===== config.mk =====
export PLATFORM = sky130hd
export DESIGN_NAME = cmp_stream_minmax_flat
export DESIGN_NICKNAME = d
export VERILOG_FILES = /design/src/rtl/cmp_stream_minmax_if.sv /design/src/rtl/cmp_stream_minmax.sv /design/src/flat_wrapper.sv
export SDC_FILE = /design/constraint.sdc
export NUM_CORES = 1
export LEC_CHECK = 0
export CORE_MARGIN = 4
export CORE_UTILIZATION = 35
export DETAILED_ROUTE_END_ITERATION = 10
export PLACE_DENSITY = 0.8
export REMOVE_ABC_BUFFERS = 1
export SYNTH_ARGS = -nofsm -noshare
export SYNTH_HDL_FRONTEND = slang
export SYNTH_SLANG_ARGS = --single-unit

===== constraint.sdc =====
create_clock -name clk -period 4.5 [get_ports clk]
set_clock_uncertainty 0.15 [all_clocks]
set_input_delay 0.675 -clock clk [delete_from_list [all_inputs] [get_ports clk]]
set_output_delay 0.675 -clock clk [all_outputs]
set_load 0.01 [all_outputs]

===== src/rtl/cmp_stream_minmax_if.sv =====
// Sample-in / result-out handshake bundle for cmp_stream_minmax.
// slave = the min/max block, master = the sample producer and result consumer.
interface cmp_stream_minmax_if #(
    parameter int N     = 32,
    parameter int CNT_W = 8
);
    logic             in_valid;
    logic             in_ready;
    logic [N-1:0]     in_data;
    logic             in_last;
    logic             out_valid;
    logic             out_ready;
    logic [N-1:0]     out_max;
    logic [N-1:0]     out_min;
    logic [CNT_W-1:0] out_max_idx;
    logic [CNT_W-1:0] out_min_idx;
    logic [CNT_W-1:0] out_count;
    logic             out_ovf;

    modport slave (
        input  in_valid, in_data, in_last, out_ready,
        output in_ready, out_valid, out_max, out_min,
               out_max_idx, out_min_idx, out_count, out_ovf
    );

    modport master (
        output in_valid, in_data, in_last, out_ready,
        input  in_ready, out_valid, out_max, out_min,
               out_max_idx, out_min_idx, out_count, out_ovf
    );
endinterface


===== src/rtl/cmp_stream_minmax.sv =====
// Running max/min (with first-occurrence indices) over a sample burst using one shared external comparator.
// Latency: first sample 1 cycle, later samples 3 cycles; record valid 1 cycle after the last compare.
// Backpressure: in_ready low while comparing or holding a result; the result is held until out_ready.
module cmp_stream_minmax #(
    parameter int N     = 32,
    parameter int CNT_W = 8
) (
    input  logic              clk,
    input  logic              rst_n,
    cmp_stream_minmax_if.slave s,
    output logic [N-1:0]      cmp_num1,
    output logic [N-1:0]      cmp_num2,
    input  logic [N-1:0]      cmp_g,
    input  logic [N-1:0]      cmp_e,
    input  logic [N-1:0]      cmp_l
);
    typedef enum logic [1:0] {IDLE, CMP_MAX, CMP_MIN, OUT} state_t;

    localparam logic [CNT_W-1:0] CNT_SAT = '1;

    state_t           state;
    logic             first;
    logic             rdy_q;
    logic [N-1:0]     max_q, min_q, hold_q;
    logic             hold_last_q;
    logic [CNT_W-1:0] max_idx_q, min_idx_q, count_q;
    logic             ovf_q;

    // Only bit 0 of each comparator flag carries information; e is not needed at all.
    logic unused_cmp_bits;
    assign unused_cmp_bits = ^{cmp_e, cmp_g[N-1:1], cmp_l[N-1:1]};

    always_ff @(posedge clk or negedge rst_n) begin
        if (!rst_n) begin
            state       <= IDLE;
            first       <= 1'b1;
            rdy_q       <= 1'b0;
            max_q       <= '0;
            min_q       <= '0;
            hold_q      <= '0;
            hold_last_q <= 1'b0;
            max_idx_q   <= '0;
            min_idx_q   <= '0;
            count_q     <= '0;
            ovf_q       <= 1'b0;
        end else begin
            case (state)
                IDLE: begin
                    if (s.in_valid && rdy_q) begin
                        if (first) begin
                            max_q     <= s.in_data;
                            min_q     <= s.in_data;
                            max_idx_q <= '0;
                            min_idx_q <= '0;
                            count_q   <= CNT_W'(1);
                            first     <= 1'b0;
                            if (s.in_last) begin
                                state <= OUT;
                                rdy_q <= 1'b0;
                            end
                        end else begin
                            hold_q      <= s.in_data;
                            hold_last_q <= s.in_last;
                            state       <= CMP_MAX;
                            rdy_q       <= 1'b0;
                        end
                    end else begin
                        // Raises ready on the first cycle after reset release.
                        rdy_q <= 1'b1;
                    end
                end
                CMP_MAX: begin
                    if (cmp_g[0]) begin
                        max_q     <= hold_q;
                        max_idx_q <= count_q;
                    end
                    state <= CMP_MIN;
                end
                CMP_MIN: begin
                    if (cmp_l[0]) begin
                        min_q     <= hold_q;
                        min_idx_q <= count_q;
                    end
                    if (count_q == CNT_SAT) ovf_q <= 1'b1;
                    else                    count_q <= count_q + CNT_W'(1);
                    if (hold_last_q) begin
                        state <= OUT;
                    end else begin
                        state <= IDLE;
                        rdy_q <= 1'b1;
                    end
                end
                OUT: begin
                    if (s.out_ready) begin
                        state <= IDLE;
                        first <= 1'b1;
                        ovf_q <= 1'b0;
                        rdy_q <= 1'b1;
                    end
                end
                default: state <= IDLE;
            endcase
        end
    end

    always_comb begin
        cmp_num1 = '0;
        cmp_num2 = '0;
        case (state)
            CMP_MAX: begin
                cmp_num1 = hold_q;
                cmp_num2 = max_q;
            end
            CMP_MIN: begin
                cmp_num1 = hold_q;
                cmp_num2 = min_q;
            end
            default: ;
        endcase
    end

    assign s.in_ready    = rdy_q;
    assign s.out_valid   = (state == OUT);
    assign s.out_max     = max_q;
    assign s.out_min     = min_q;
    assign s.out_max_idx = max_idx_q;
    assign s.out_min_idx = min_idx_q;
    assign s.out_count   = count_q;
    assign s.out_ovf     = ovf_q;
endmodule


===== src/flat_wrapper.sv =====
// flat-port wrapper written by rule: the top's interface ports become plain ports
module cmp_stream_minmax_flat 
#(
    parameter int N     = 32,
    parameter int CNT_W = 8
)
  (clk, rst_n, cmp_num1, cmp_num2, cmp_g, cmp_e, cmp_l, s_in_valid, s_in_data, s_in_last, s_out_ready, s_in_ready, s_out_valid, s_out_max, s_out_min, s_out_max_idx, s_out_min_idx, s_out_count, s_out_ovf);
  cmp_stream_minmax_if #(.N(N), .CNT_W(CNT_W)) s_i ();
  input  logic clk;
  input  logic rst_n;
  output logic [N-1:0] cmp_num1;
  output logic [N-1:0] cmp_num2;
  input  logic [N-1:0] cmp_g;
  input  logic [N-1:0] cmp_e;
  input  logic [N-1:0] cmp_l;
  input wire logic [$bits(s_i.in_valid)-1:0] s_in_valid;
  input wire logic [$bits(s_i.in_data)-1:0] s_in_data;
  input wire logic [$bits(s_i.in_last)-1:0] s_in_last;
  input wire logic [$bits(s_i.out_ready)-1:0] s_out_ready;
  output wire logic [$bits(s_i.in_ready)-1:0] s_in_ready;
  output wire logic [$bits(s_i.out_valid)-1:0] s_out_valid;
  output wire logic [$bits(s_i.out_max)-1:0] s_out_max;
  output wire logic [$bits(s_i.out_min)-1:0] s_out_min;
  output wire logic [$bits(s_i.out_max_idx)-1:0] s_out_max_idx;
  output wire logic [$bits(s_i.out_min_idx)-1:0] s_out_min_idx;
  output wire logic [$bits(s_i.out_count)-1:0] s_out_count;
  output wire logic [$bits(s_i.out_ovf)-1:0] s_out_ovf;
  assign s_i.in_valid = s_in_valid;
  assign s_i.in_data = s_in_data;
  assign s_i.in_last = s_in_last;
  assign s_i.out_ready = s_out_ready;
  assign s_in_ready = s_i.in_ready;
  assign s_out_valid = s_i.out_valid;
  assign s_out_max = s_i.out_max;
  assign s_out_min = s_i.out_min;
  assign s_out_max_idx = s_i.out_max_idx;
  assign s_out_min_idx = s_i.out_min_idx;
  assign s_out_count = s_i.out_count;
  assign s_out_ovf = s_i.out_ovf;
  cmp_stream_minmax #(.N(N), .CNT_W(CNT_W)) u_core (.clk(clk), .rst_n(rst_n), .s(s_i), .cmp_num1(cmp_num1), .cmp_num2(cmp_num2), .cmp_g(cmp_g), .cmp_e(cmp_e), .cmp_l(cmp_l));
endmodule

# Yosys cells after proc, flatten, opt, wreduce, memory -nomap -nowiden

Index checks and enable logic that the tools add are counted.

Add/sub/neg operators: 1
Multipliers: 0
Divide/modulo/power cells: 0
Magnitude comparators: 0
Equal/unequal tests: 14
Shift-type cells: 0
Multiplexer cells: 35
Bitwise operators: 1
Reductions and logical operators: 16

Operator list:

| cell                                                   | count |
|---|---|
| case mux 32 bit (2 select lines)                       | 3 |
| 2-to-1 mux 32 bit                                      | 5 |
| 2-to-1 mux 8 bit                                       | 7 |
| case mux 8 bit (2 select lines)                        | 3 |
| AND reduction 4 bit                                    | 4 |
| AND reduction 3 bit                                    | 4 |
| 2-to-1 mux 2 bit                                       | 5 |
| inequality test 2 bit (second input constant)          | 5 |
| adder 8 x 1 -> 8 bit (second input constant)           | 1 |
| == test 8 bit (second input constant)                  | 1 |
| 2-to-1 mux 1 bit                                       | 8 |
| case mux 2 bit (4 select lines)                        | 1 |
| nonzero test 2 bit                                     | 4 |
| inequality test 2 x 1 -> 1 bit (second input constant) | 3 |
| == test 2 bit (second input constant)                  | 2 |
| inequality test 4 bit (second input constant)          | 1 |
| case mux 1 bit (2 select lines)                        | 2 |
| inequality test 3 bit (second input constant)          | 1 |
| case mux 1 bit (3 select lines)                        | 1 |
| nonzero test 3 bit                                     | 1 |
| == test 2 x 1 -> 1 bit (second input constant)         | 1 |
| logical NOT 2 bit                                      | 1 |
| OR reduction 2 bit                                     | 1 |
| logical AND 1 bit                                      | 1 |
| NOT 1 bit                                              | 1 |

Register bits after elaboration: 126
Bits in latches: 0
Memory bits (writable): 0
ROM bits: 0
Input port bits: 133
Word-level logic and storage cells: 78
Memories: 0

# Depth between registers and ports, before layout

Depth in word-level cells: 4
Mapped depth: 8
Depth with buffers taken out: 6

# Worst setup path after synthesis

Ideal clock, no wire load.

Kind: register to output
Start point: register u_core.state[0]
End point: output cmp_num2[10]
Data arrival time: 1.619 ns
Setup slack: 2.056 ns
Stages on the path, launching flop included: 7
Buffers on the path: 2
Cell sequence: dfrtp_1 inv_1 ha_1 clkbuf_1 buf_1 a22oi_1 nor2b_1

Cells in the longest elaborated chain, start to end: 2
Elaborated cells between the ends (all ways): 3

RTL lines:

| what                                                    | line                     | RTL |
|---|---|---|
| from (decl)                                             | cmp_stream_minmax.sv:21  | `state_t state;` |
| from (signal assigned)                                  | cmp_stream_minmax.sv:35  | `state <= IDLE;` |
| from (signal assigned)                                  | cmp_stream_minmax.sv:58  | `state <= OUT;` |
| from (signal assigned)                                  | cmp_stream_minmax.sv:64  | `state <= CMP_MAX;` |
| == test 2 bit or == test 2 x 1 -> 1 bit (tied branches) | cmp_stream_minmax.sv:109 | `case (state)` |
| case mux 32 bit (2 select lines) (*)                    | cmp_stream_minmax.sv:109 |  |
| to (decl)                                               | flat_wrapper.sv:12       | `output logic [N-1:0] cmp_num2;` |

Every way passes the cells marked *; elsewhere a longest branch is shown, timed or not.

# Worst setup path after layout

Start point: register u_core.state[0]
End point: output cmp_num1[19]

Cells in the longest elaborated chain, start to end: 3
Elaborated cells between the ends (all ways): 4

RTL lines:

| what                                                    | line                     | RTL |
|---|---|---|
| == test 2 x 1 -> 1 bit or == test 2 bit (tied branches) | cmp_stream_minmax.sv:109 |  |
| OR reduction 2 bit (no source line) (*)                 | -                        |  |
| 2-to-1 mux 32 bit (*)                                   | cmp_stream_minmax.sv:109 |  |
| to (decl)                                               | flat_wrapper.sv:11       | `output logic [N-1:0] cmp_num1;` |

Marks and branches as above.

==> impl_summary.md <==
GRT
Entering global routing, the biggest net connects 71 pins. For this run the aggregate overflow at the end of global routing stands at 0. The first global-routing pass estimated 28.9 mm of wire.

The aggregate global-route resource usage is 0.179. The number of global-route vias before repair is 5423. The number of antenna violations at the first check in global routing was 1.

STA
The total count of max-transition violations in the final report came to 0. Setup total negative slack on the finished layout was measured at 0 ns. The number of setup violations in the final report is 0.

In this run the tightest slew margin relative to its limit is 0.536. The final hold violation count is 0. Setup repair after global routing left no endpoint under its margin. The share of the clock period used by the worst path is 0.808. Derived from the worst setup path, the maximum achievable clock frequency is 0.275 GHz. The pin slew with the least headroom to its limit is 0.696 ns. The worst path in the final design needs a cycle of 3.64 ns, including I/O delays and setup.

Hold timing on the final database bottoms out at a slack of 0.123 ns.

Layout
For this run, the number of standard cells in the final layout without fillers is 1043. The layout has 1559 filler cells. Across the whole layout, storage elements account for 3150 um^2. Measured on the finished design, the core utilization comes to 0.517. The multi-input combinational cells in the finished layout cover a total of 3000 um^2.

The final layout contains 946 nets. The layout-stage area growth over the synthesis result is 43.3%. The library cells used most frequently in the layout, excluding fill and tap cells, are clkdlybuf4s50_1, dfrtp_1, nand2_1, o21ai_0, mux2i_1. Leaving out fill and tap cells, the most frequent cell in the layout is clkdlybuf4s50_1. The proportion of layout cells with a drive suffix above 1 is 0.110.

The antenna cell count is 0.

Hold path
The worst hold path belongs to the class in2async.

Setup path
The instance count on the critical path is 5. The register-to-register setup slack is 1.50 ns. The critical path goes through inv_1 -> ha_2 -> buf_4 -> and2_1 -> clkdlybuf4s50_1.

The buffers plus inverters on the worst setup path is 3. In this run the worst setup path terminates at cmp_num1[19]. On the worst path, the slowest cell contributes a delay of 0.71 ns. The arrival time of the worst setup path is 2.81 ns.

The number of cells on the worst reg-to-reg path is 6. The critical path data required time is 3.67 ns. The largest individual stage delay along the critical path comes from the cell ha_2. The endpoint identified for the worst register-to-register timing path is u_core.s.out_min[7]$_DFFE_PN0P_. In this run the worst setup path begins at u_core.state[0]$_DFFE_PN0P_. The worst setup path is launched from a flip-flop.

Of all nets on the critical path, the largest fanout is 30. The critical path is of the reg2out type. The critical register-to-register path startpoint is u_core.state[0]$_DFFE_PN0P_. The critical path capture point type is an output pin. The family with the most delay on the worst path is buffers and inverters.

Placed design
The number of placed instances, taps included, is 1011. At the end of routability-driven placement, the weighted congestion stood at 0.785. The wire-length estimate of the detail-placed layout is 12.0 mm. The port buffer count is 193.

Clocking
In this run the number of H-tree levels came out at 4. The number of hold-repair buffers added at the cts stage is 0. After clock tree synthesis, the clock-pin slew on the worst setup and hold paths is 0.06 ns.

The count of clock tree sinks is 126. The clock latency on the worst-skew pair is 0.42 ns. The number of buffers created by CTS is 17.

The number of gates resized after CTS is 0. The post-CTS setup-driven buffer insertion count is 0. Clock tree synthesis selected as its root buffer the cell clkbuf_16.

The maximum number of buffers from clock root to sink is 2. TritonCTS built the clock tree.

Detailed routing
The routed design has 17.9 mm of wire. The total via count after detailed routing is 5294. After detailed routing, the average wire length per cell comes to 17.2 um. The number of search-and-repair iterations in the first detailed-routing pass is 4.

In the routed layout, each cell is associated on average with a via count of 5.08. The number of DRC markers in iteration 0 is 230. The detail route stage leaves a number of antenna-violating nets equal to 0.

For this run, design rule violations remaining after detail routing come to 0.

Die
For this configuration, the core starts out at a cell density of 0.361. The floorplan step defined a die boundary enclosing 20300 um^2. The y dimension of the die is 142 um.

The floorplan has 48 rows. The total core area is 17500 um^2. The number of primary I/O pins is 288. The horizontal extent of the die is 142 um.

Yosys
The post-synthesis register bit count is 126. The sequential cell area fraction in the yosys report is 0.498. For this run, the number of Yosys warnings is 0.

The number of distinct library cells after synthesis is 38. The async set-or-reset flop fraction in the synthesized netlist is 1.00. In this run, synthesis inferred 0 flip-flops with an integrated enable. The cell count after synthesis came out at 625.

The commonest register cell after synthesis is dfrtp_1. The cell area that synthesis handed to floorplanning was 6330 um^2. The synthesized area divided by synthesized cell count is 10.1 um^2.

Status
The flow ran to the end, and the final reports show no timing, DRC or antenna violations.

Pwr
The design draws 7510 uW. The power density relative to cell area is 828 nW/um^2. In this run the static leakage power is 0.00370 uW. The worst-case vdd ir drop is 469 uV.

Flow run
Max-cap violations in this run came to 0.
==> report_power, final <==
group / internal, uW / switching [uW] / leakage [uW]
Combinational: 2090 / 1940 / 0.00186
Sequential: 1690 / 484 / 0.00156
Clock: 797 / 507 / 0.000274
==> Yosys cell counts (2+ instances only) <==
cell / count / share of area
nor2_1: 5 / 0.0030
nand2_1: 103 / 0.061
and2_1: 32 / 0.032
mux2i_1: 69 / 0.11
mux2_2: 34 / 0.060
inv_1: 7 / 0.0042
nand4_1: 2 / 0.0020
nor2b_1: 33 / 0.033
a22oi_1: 32 / 0.038
a21o_1: 3 / 0.0036
buf_2: 13 / 0.010
clkbuf_1: 29 / 0.017
nand2b_1: 2 / 0.0020
o221ai_1: 2 / 0.0028
a21oi_1: 8 / 0.0063
o31ai_1: 2 / 0.0024
ha_1: 8 / 0.016
nand3_1: 12 / 0.0095
o21ai_0: 84 / 0.066
buf_1: 3 / 0.0018
dfrtp_1: 125 / 0.49
==> stage by stage <==
| stage | setup WS [ns] | instance area [um^2] |
|---|---|---|
| floorplan | 0.166 | 6150 |
| global placement | 1.25 | 8510 |
| detailed placement | 1.24 | 8510 |
| CTS | 0.753 | 9070 |
| global route | 0.677 | 9070 |
| finish | 0.864 | 9070 |
==> worst register-to-register path, delay by kind of cell, from the launching register on <==
family	cells	cell delay (ns)
DFF	1	0.44
buffers and inverters	2	0.70
adders and majority gates	1	0.53
muxes	1	0.29
AOI/OAI and AO/OA	2	0.75
==> area by class of cell <==
| type | instances | share of cell area |
|---|---|---|
| multi-input combinational | 447 | 0.330 |
| clock buffer | 21 | 0.0518 |
| sequential | 126 | 0.348 |
| tap | 225 | 0.0310 |
| inverter | 7 | 0.00290 |
| timing repair buffer | 206 | 0.227 |
| clock inverter | 11 | 0.0101 |
==> flip-flops by register name, indices dropped and copies added (netlist names) <==
name and count:
u_core.hold_last_q 1, u_core.state 2, u_core.s.in_ready 1, u_core.s.out_max 32, u_core.hold_q 32, u_core.s.out_max_idx 8, u_core.s.out_ovf 1, u_core.s.out_count 8
u_core.first 1, u_core.s.out_min 32, u_core.s.out_min_idx 8
==> metal layers <==
metal	vias up	part of all wire	GRT usage
li1	2537	-	-
met3	17	0.055	0.0410
met5	-	0.00073	0
met1	2577	0.45	0.233
met4	2	0.011	0.0490
met2	161	0.48	0.300
==> kinds of logic after synthesis <==
group                      after synthesis  share of synthesized area
and+or+nand+nor                        198                      0.154
AOI/OAI and AO/OA                      137                      0.127
DFF                                    126                      0.498
muxes                                  104                      0.172
buffers and inverters                   52                     0.0334
adders and majority gates                8                     0.0158
==> how the worst min path moves through the flow <==
| stage | slack (ns) | cells after the start | startpoint | endpoint |
|---|---|---|---|---|
| after global routing | 0.18 | 1 | rst_n | u_core.hold_q[29]$_DFFE_PN0P_ |
| after detailed placement | 0.31 | 2 | u_core.s.out_min_idx[7]$_DFFE_PN0P_ | u_core.s.out_min_idx[7]$_DFFE_PN0P_ |
| after global placement | 0.31 | 2 | u_core.s.out_min_idx[2]$_DFFE_PN0P_ | u_core.s.out_min_idx[2]$_DFFE_PN0P_ |
| after floorplan | 0.23 | 0 | rst_n | u_core.hold_last_q$_DFFE_PN0P_ |
| after CTS | 0.15 | 1 | rst_n | u_core.hold_q[29]$_DFFE_PN0P_ |
| final | 0.12 | 1 | rst_n | u_core.hold_q[29]$_DFFE_PN0P_ |
Note: power is estimated with default switching activity, not from simulation.
==> edit 1, RTL diff (same settings) <==
`N` is set to 32 in 3 places; all go to 48.
--- a/src/rtl/cmp_stream_minmax_if.sv
+++ b/src/rtl/cmp_stream_minmax_if.sv
@@ -1,7 +1,7 @@
 // Sample-in / result-out handshake bundle for cmp_stream_minmax.
 // slave = the min/max block, master = the sample producer and result consumer.
 interface cmp_stream_minmax_if #(
-    parameter int N     = 32,
+    parameter int N     = 48,
     parameter int CNT_W = 8
 );
     logic             in_valid;
--- a/src/rtl/cmp_stream_minmax.sv
+++ b/src/rtl/cmp_stream_minmax.sv
@@ -2,7 +2,7 @@
 // Latency: first sample 1 cycle, later samples 3 cycles; record valid 1 cycle after the last compare.
 // Backpressure: in_ready low while comparing or holding a result; the result is held until out_ready.
 module cmp_stream_minmax #(
-    parameter int N     = 32,
+    parameter int N     = 48,
     parameter int CNT_W = 8
 ) (
     input  logic              clk,
--- a/src/flat_wrapper.sv
+++ b/src/flat_wrapper.sv
@@ -1,7 +1,7 @@
 // flat-port wrapper written by rule: the top's interface ports become plain ports
 module cmp_stream_minmax_flat 
 #(
-    parameter int N     = 32,
+    parameter int N     = 48,
     parameter int CNT_W = 8
 )
   (clk, rst_n, cmp_num1, cmp_num2, cmp_g, cmp_e, cmp_l, s_in_valid, s_in_data, s_in_last, s_out_ready, s_in_ready, s_out_valid, s_out_max, s_out_min, s_out_max_idx, s_out_min_idx, s_out_count, s_out_ovf);
Ports: changed (8 resized); port bits go from 288 to 416. The function was not compared with the original's and may differ.
==> edit 1 against the original RTL <==
  * Cell count grew 37%
  * Design area rose by 36%
  * Setup slack lost 140 ps
  * Hold slack better by 51 ps
  * Power grew 36%
  * Area after synthesis rose by 38%
  * First-iteration DRC count increased by 86%
  * Routed wire length increased by 44%
  * Register-to-register slack better by 250 ps
  * Sequential cell count is 48 higher
  * Largest cell class unchanged
==> edit 1: results (changes against the original RTL) <==
Parameter                              Value

Critical path
  Critical path's largest stage delay    770 ps (+60 ps)
  Setup slack of the most critical reg-to-reg path    1750 ps (+250 ps)
  Worst r2r src    u_core.state[1]$_DFFE_PN0P_
  Top cell family by delay on the critical path    buffers and inverters
  CP endpoint    cmp_num2[12]
  Arrival @ worst endpoint    2950 ps (+140 ps)
  Number of cells traversed by the worst register-to-register path    5 (-1)
  R2R Path End    u_core.s.out_max[17]$_DFFE_PN0P_
  Maximum net fanout on the critical path    59 (+97%)

Global route
  Global Route met1 Usage    0.2532 (+0.01980)
  Combined global-route utilization of all metal layers    0.1845 (+0.005634)
  Antenna violations before repair    0 (-1)
  Global-route track usage on met2    0.2843 (-0.01543)
  First-pass GRT wire length    41.57 mm (+44%)
  Pin count of the biggest net entering global routing    113 (+59%)
  Fraction of met3 tracks used by global routing    0.05284 (+0.01185)

Place
  Routability cong.    0.8172 (+4.1%)
  Post-DP HPWL    17.09 mm (+42%)
  Placed Cells incl. Taps    1394 (+38%)
  PortBufs    273 (+41%)
  Post-placement worst setup slack    1135 ps (-100.7 ps)

Clocking
  Post-CTS repair timing setup buffer count    0 (unchanged)
  Number of clock buffers inserted by TritonCTS    17 (unchanged)
  Post-cts gate resize count    0 (unchanged)
  Root Driver    sky130_fd_sc_hd__clkbuf_16

Detailed routing
  Routed length on met1    11.92 mm (+48%)
  Via count    7272 (+37%)
  Final wirelength    25.85 mm (+44%)
  Drt first-iter violations    427 (+86%)
  Met3 wire length    1.823 mm (+86%)
  Metal2 WL    11.57 mm (+34%)
  Ratio of routed vias to standard cells    5.107 (+0.61%)
  Highest layer used for signal routing    met4

Yosys
  Most used standard cells in the synthesized netlist    173 x sky130_fd_sc_hd__dfrtp_1, 135 x sky130_fd_sc_hd__nand2_1, 116 x sky130_fd_sc_hd__o21ai_0, 101 x sky130_fd_sc_hd__mux2i_1, 50 x sky130_fd_sc_hd__mux2_2
  Adder-Cell Fraction of Synth Area    0.01147 (-0.004341)
  Compound-Gate Fraction of Synth Area    0.1243 (-0.002774)
  Cells after Synth    853 (+36%)
  Ranking of synthesized cells by area    sky130_fd_sc_hd__dfrtp_1 50%, sky130_fd_sc_hd__mux2i_1 12%, sky130_fd_sc_hd__o21ai_0 6.7%
  Fraction of synthesized area in multiplexers    0.1821 (+0.01014)
  Sequential fraction of the synthesis area    0.4991 (+0.0008468)

Timing
  Transition time at the pin with the least slew margin    1097 ps (+400.6 ps)
  Hold Slack    174.6 ps (+51.35 ps)
  Worst Setup Slack, final    728.8 ps (-135.2 ps)

Layout
  Number of filler cells placed in the layout    2282 (+46%)
  Number of diodes added for antenna fixing    0 (unchanged)
  NumNets Final    1294 (+37%)
  Fraction of final layout cells sized beyond drive strength 1    0.09182 (-0.01821)

Power and ir drop
  Switch Pwr    4.146 mW (+41%)
  Pleak    4.974 nW (+34%)
  Peak supply drop    669.0 uV (+43%)
  Fraction of power consumed by the clock network    0.146 (-0.028)
  Combinational Power    5.72 mW (+42%)

Outcome
  Result of the run    finished, final reports clean

Run
  Max-cap check violation count    0 (unchanged)
==> edit 1: changes by cell type after synthesis, sizes merged, moves of 16 or more <==
| cell | before | now |
|---|---|---|
| a22oi | 32 | 48 |
| and2 | 32 | 48 |
| buf | 16 | 32 |
| dfrtp | 125 | 173 |
| mux2 | 35 | 51 |
| mux2i | 69 | 101 |
| nand2 | 103 | 135 |
| nor2b | 33 | 49 |
| o21ai | 84 | 116 |
==> edit 1: final cells by class <==
type / count / area, um^2 / area share
tap: 324 / 405.4 / 0.03288
clock buffer: 17 / 425.4 / 0.03451
clock inverter: 13 / 155.1 / 0.01258
sequential: 174 / 4355 / 0.3533
inverter: 7 / 26.28 / 0.002131
multi-input combinational: 607 / 4109 / 0.3333
timing repair buffer: 282 / 2851 / 0.2313
==> edit 1: metrics by stage <==
step           total power, mW  cell area, um^2
4_1_cts                  10.39            12330
3_5_place_dp             8.845            11750
6_report                 10.23            12330
2_1_floorplan            5.890             8448
3_3_place_gp             8.702            11750
5_1_grt                  10.97            12330
==> edit 2, RTL diff (same flow settings) <==
Made on the original files. Encoding of `state_t`: now Gray code (2 bits for 4 states).
--- a/src/rtl/cmp_stream_minmax.sv
+++ b/src/rtl/cmp_stream_minmax.sv
@@ -14,7 +14,7 @@
     input  logic [N-1:0]      cmp_e,
     input  logic [N-1:0]      cmp_l
 );
-    typedef enum logic [1:0] {IDLE, CMP_MAX, CMP_MIN, OUT} state_t;
+    typedef enum logic [1:0] {IDLE = 2'b00, CMP_MAX = 2'b01, CMP_MIN = 2'b11, OUT = 2'b10} state_t;
 
     localparam logic [CNT_W-1:0] CNT_SAT = '1;
 
Check against the original RTL: no difference found for any inputs over 4 cycles, from zero or initial values and one cycle with rst_n low; so few cycles prove little.
==> edit 2 against the original RTL <==
  * Largest cell class unchanged
  * Setup slack improved by 130 ps
  * Via count grew 0.23%
  * Core utilization shrank 0.71 points
  * Power decreased by 19%
  * Die area down 0.75%
  * Maximum frequency up 3.6%
  * Design area down 2.0%
  * Critical endpoint is now cmp_num2[20]
  * Sequential cell count stayed put
  * Routed wire length is 2.1% lower
  * Area after synthesis down 0.79%
  * Count of clock-buffer cells in the layout is 1 lower
==> edit 2: results (changes against the original RTL) <==
Parameter                              Value

Global route
  First-pass GRT wire length    28.47 mm (-1.4%)
  Combined global-route utilization of all metal layers    0.1773 (-0.001600)
  Pin count of the biggest net entering global routing    100 (+41%)
  Antenna violations before repair    0 (-1)
  Global Route met1 Usage    0.2305 (-0.002903)
  Global-route track usage on met2    0.2928 (-0.006892)
  Vias in the first global route    5253 (-3.1%)
  Fraction of met3 tracks used by global routing    0.05108 (+0.01008)

Critical path
  Top cell family by delay on the critical path    flip-flops
  Critical path's largest stage delay    1080 ps (+370 ps)
  Number of cells traversed by the worst register-to-register path    4 (-2)
  Arrival @ worst endpoint    2680 ps (-130 ps)
  CP endpoint    cmp_num2[20]
  Setup slack of the most critical reg-to-reg path    1570 ps (+70 ps)
  Worst r2r src    u_core.state[1]$_DFFE_PN0P_
  R2R Path End    u_core.s.out_max[20]$_DFFE_PN0P_
  Maximum net fanout on the critical path    40 (+33%)
  Highest-delay cell along the critical path    sky130_fd_sc_hd__dfrtp_2

Layout
  Area of all sequential standard cells    3157 um^2 (about the same)
  Layout inverter count without the clock tree    0 (-7)
  Non-clock buffer share of cell area    0.2265 (about the same)
  Number of filler cells placed in the layout    1596 (+2.4%)
  Number of multi-input combinational cells    469 (+4.9%)
  NumNets Final    950 (+0.42%)
  Synth-to-Final Area Change    41.53%
  Layout clock buffer count    20 (-4.8%)
  Total of plain and repair buffers excluding clock buffers    202 (-1.9%)
  Clock buffer and inverter area fraction after layout    0.06108 (-0.0008217)

Detailed routing
  Ratio of routed vias to standard cells    5.034 (-0.82%)
  Met3 wire length    999 um (+2.1%)
  Routed length on met1    7.800 mm (-3.3%)
  Final wirelength    17.53 mm (-2.1%)
  Drt first-iter violations    211 (-8.3%)
  Metal2 WL    8.528 mm (-1.3%)
  Highest layer used for signal routing    met4

Outcome
  Result of the run    finished, final reports clean

Timing
  Transition time at the pin with the least slew margin    1161 ps (+465.1 ps)

Clocking
  Post-CTS repair timing setup buffer count    0 (unchanged)

Yosys
  Area of the mapped netlist    6281 um^2 (-0.79%)
  Count of different cell masters after synthesis    33 (-13%)
  Sequential fraction of the synthesis area    0.5022 (+0.003970)
  Most used standard cells in the synthesized netlist    139 x sky130_fd_sc_hd__nand2_1, 125 x sky130_fd_sc_hd__dfrtp_1, 65 x sky130_fd_sc_hd__mux2i_1, 47 x sky130_fd_sc_hd__o21ai_0, 38 x sky130_fd_sc_hd__nor2b_1
  Ranking of synthesized cells by area    sky130_fd_sc_hd__dfrtp_1 50%, sky130_fd_sc_hd__mux2i_1 10%, sky130_fd_sc_hd__nand2_1 8.3%

Power and ir drop
  Pleak    3.921 nW (+5.9%)
  Switch Pwr    2.237 mW (-24%)

Place
  Routability cong.    0.7629 (-2.8%)
  Post-DP HPWL    11.30 mm (-6.1%)
[edit 2: cell types whose count changed in the layout (fill, tap and decap cells not counted), moves of 5 or more]
| cell | unedited run | this run |
|---|---|---|
| sky130_fd_sc_hd__and3_1 | 0 | 5 |
| sky130_fd_sc_hd__a21oi_1 | 8 | 3 |
| sky130_fd_sc_hd__nand2_1 | 103 | 137 |
| sky130_fd_sc_hd__o21ai_0 | 84 | 47 |
| sky130_fd_sc_hd__nor3_1 | 0 | 5 |
| sky130_fd_sc_hd__nor2b_1 | 33 | 38 |
| sky130_fd_sc_hd__nor2_1 | 5 | 37 |
| sky130_fd_sc_hd__inv_1 | 7 | 0 |
| sky130_fd_sc_hd__a31oi_1 | 1 | 33 |
| sky130_fd_sc_hd__a22oi_1 | 32 | 0 |
[edit 2: cell families after synthesis]
group,after synthesis,synth area share
simple gates,273,0.1990
xor+xnor,1,0.001395
fa+ha+maj,1,0.001992
mux,98,0.1627
buf+inv,49,0.03845
compound gates,96,0.09423
flops,126,0.5022
[edit 2: per-stage QoR]
stage               hold WS [ps]  std cells  power [mW]  setup WS (ps)    util
floorplan                  229.4        595       3.418          877.6       -
global placement           305.3       1022       4.786           1411  0.4792
detailed placement         308.0       1022       4.861           1387  0.4792
CTS                        256.5       1054       6.145          942.5  0.5104
global route               298.8       1054       6.488          822.8  0.5104
finish                     230.3       1054       6.084          991.7  0.5104
[edit 2: power groups by stage]
stage / clock network, mW / registers (mW) / logic [mW]
final: 1.27 / 2.16 / 2.65
after floorplan: 0 / 2.21 / 1.20
after detailed placement: 0 / 2.18 / 2.68
after global placement: 0 / 2.16 / 2.63
after CTS: 1.29 / 2.17 / 2.69
after global routing: 1.34 / 2.25 / 2.90
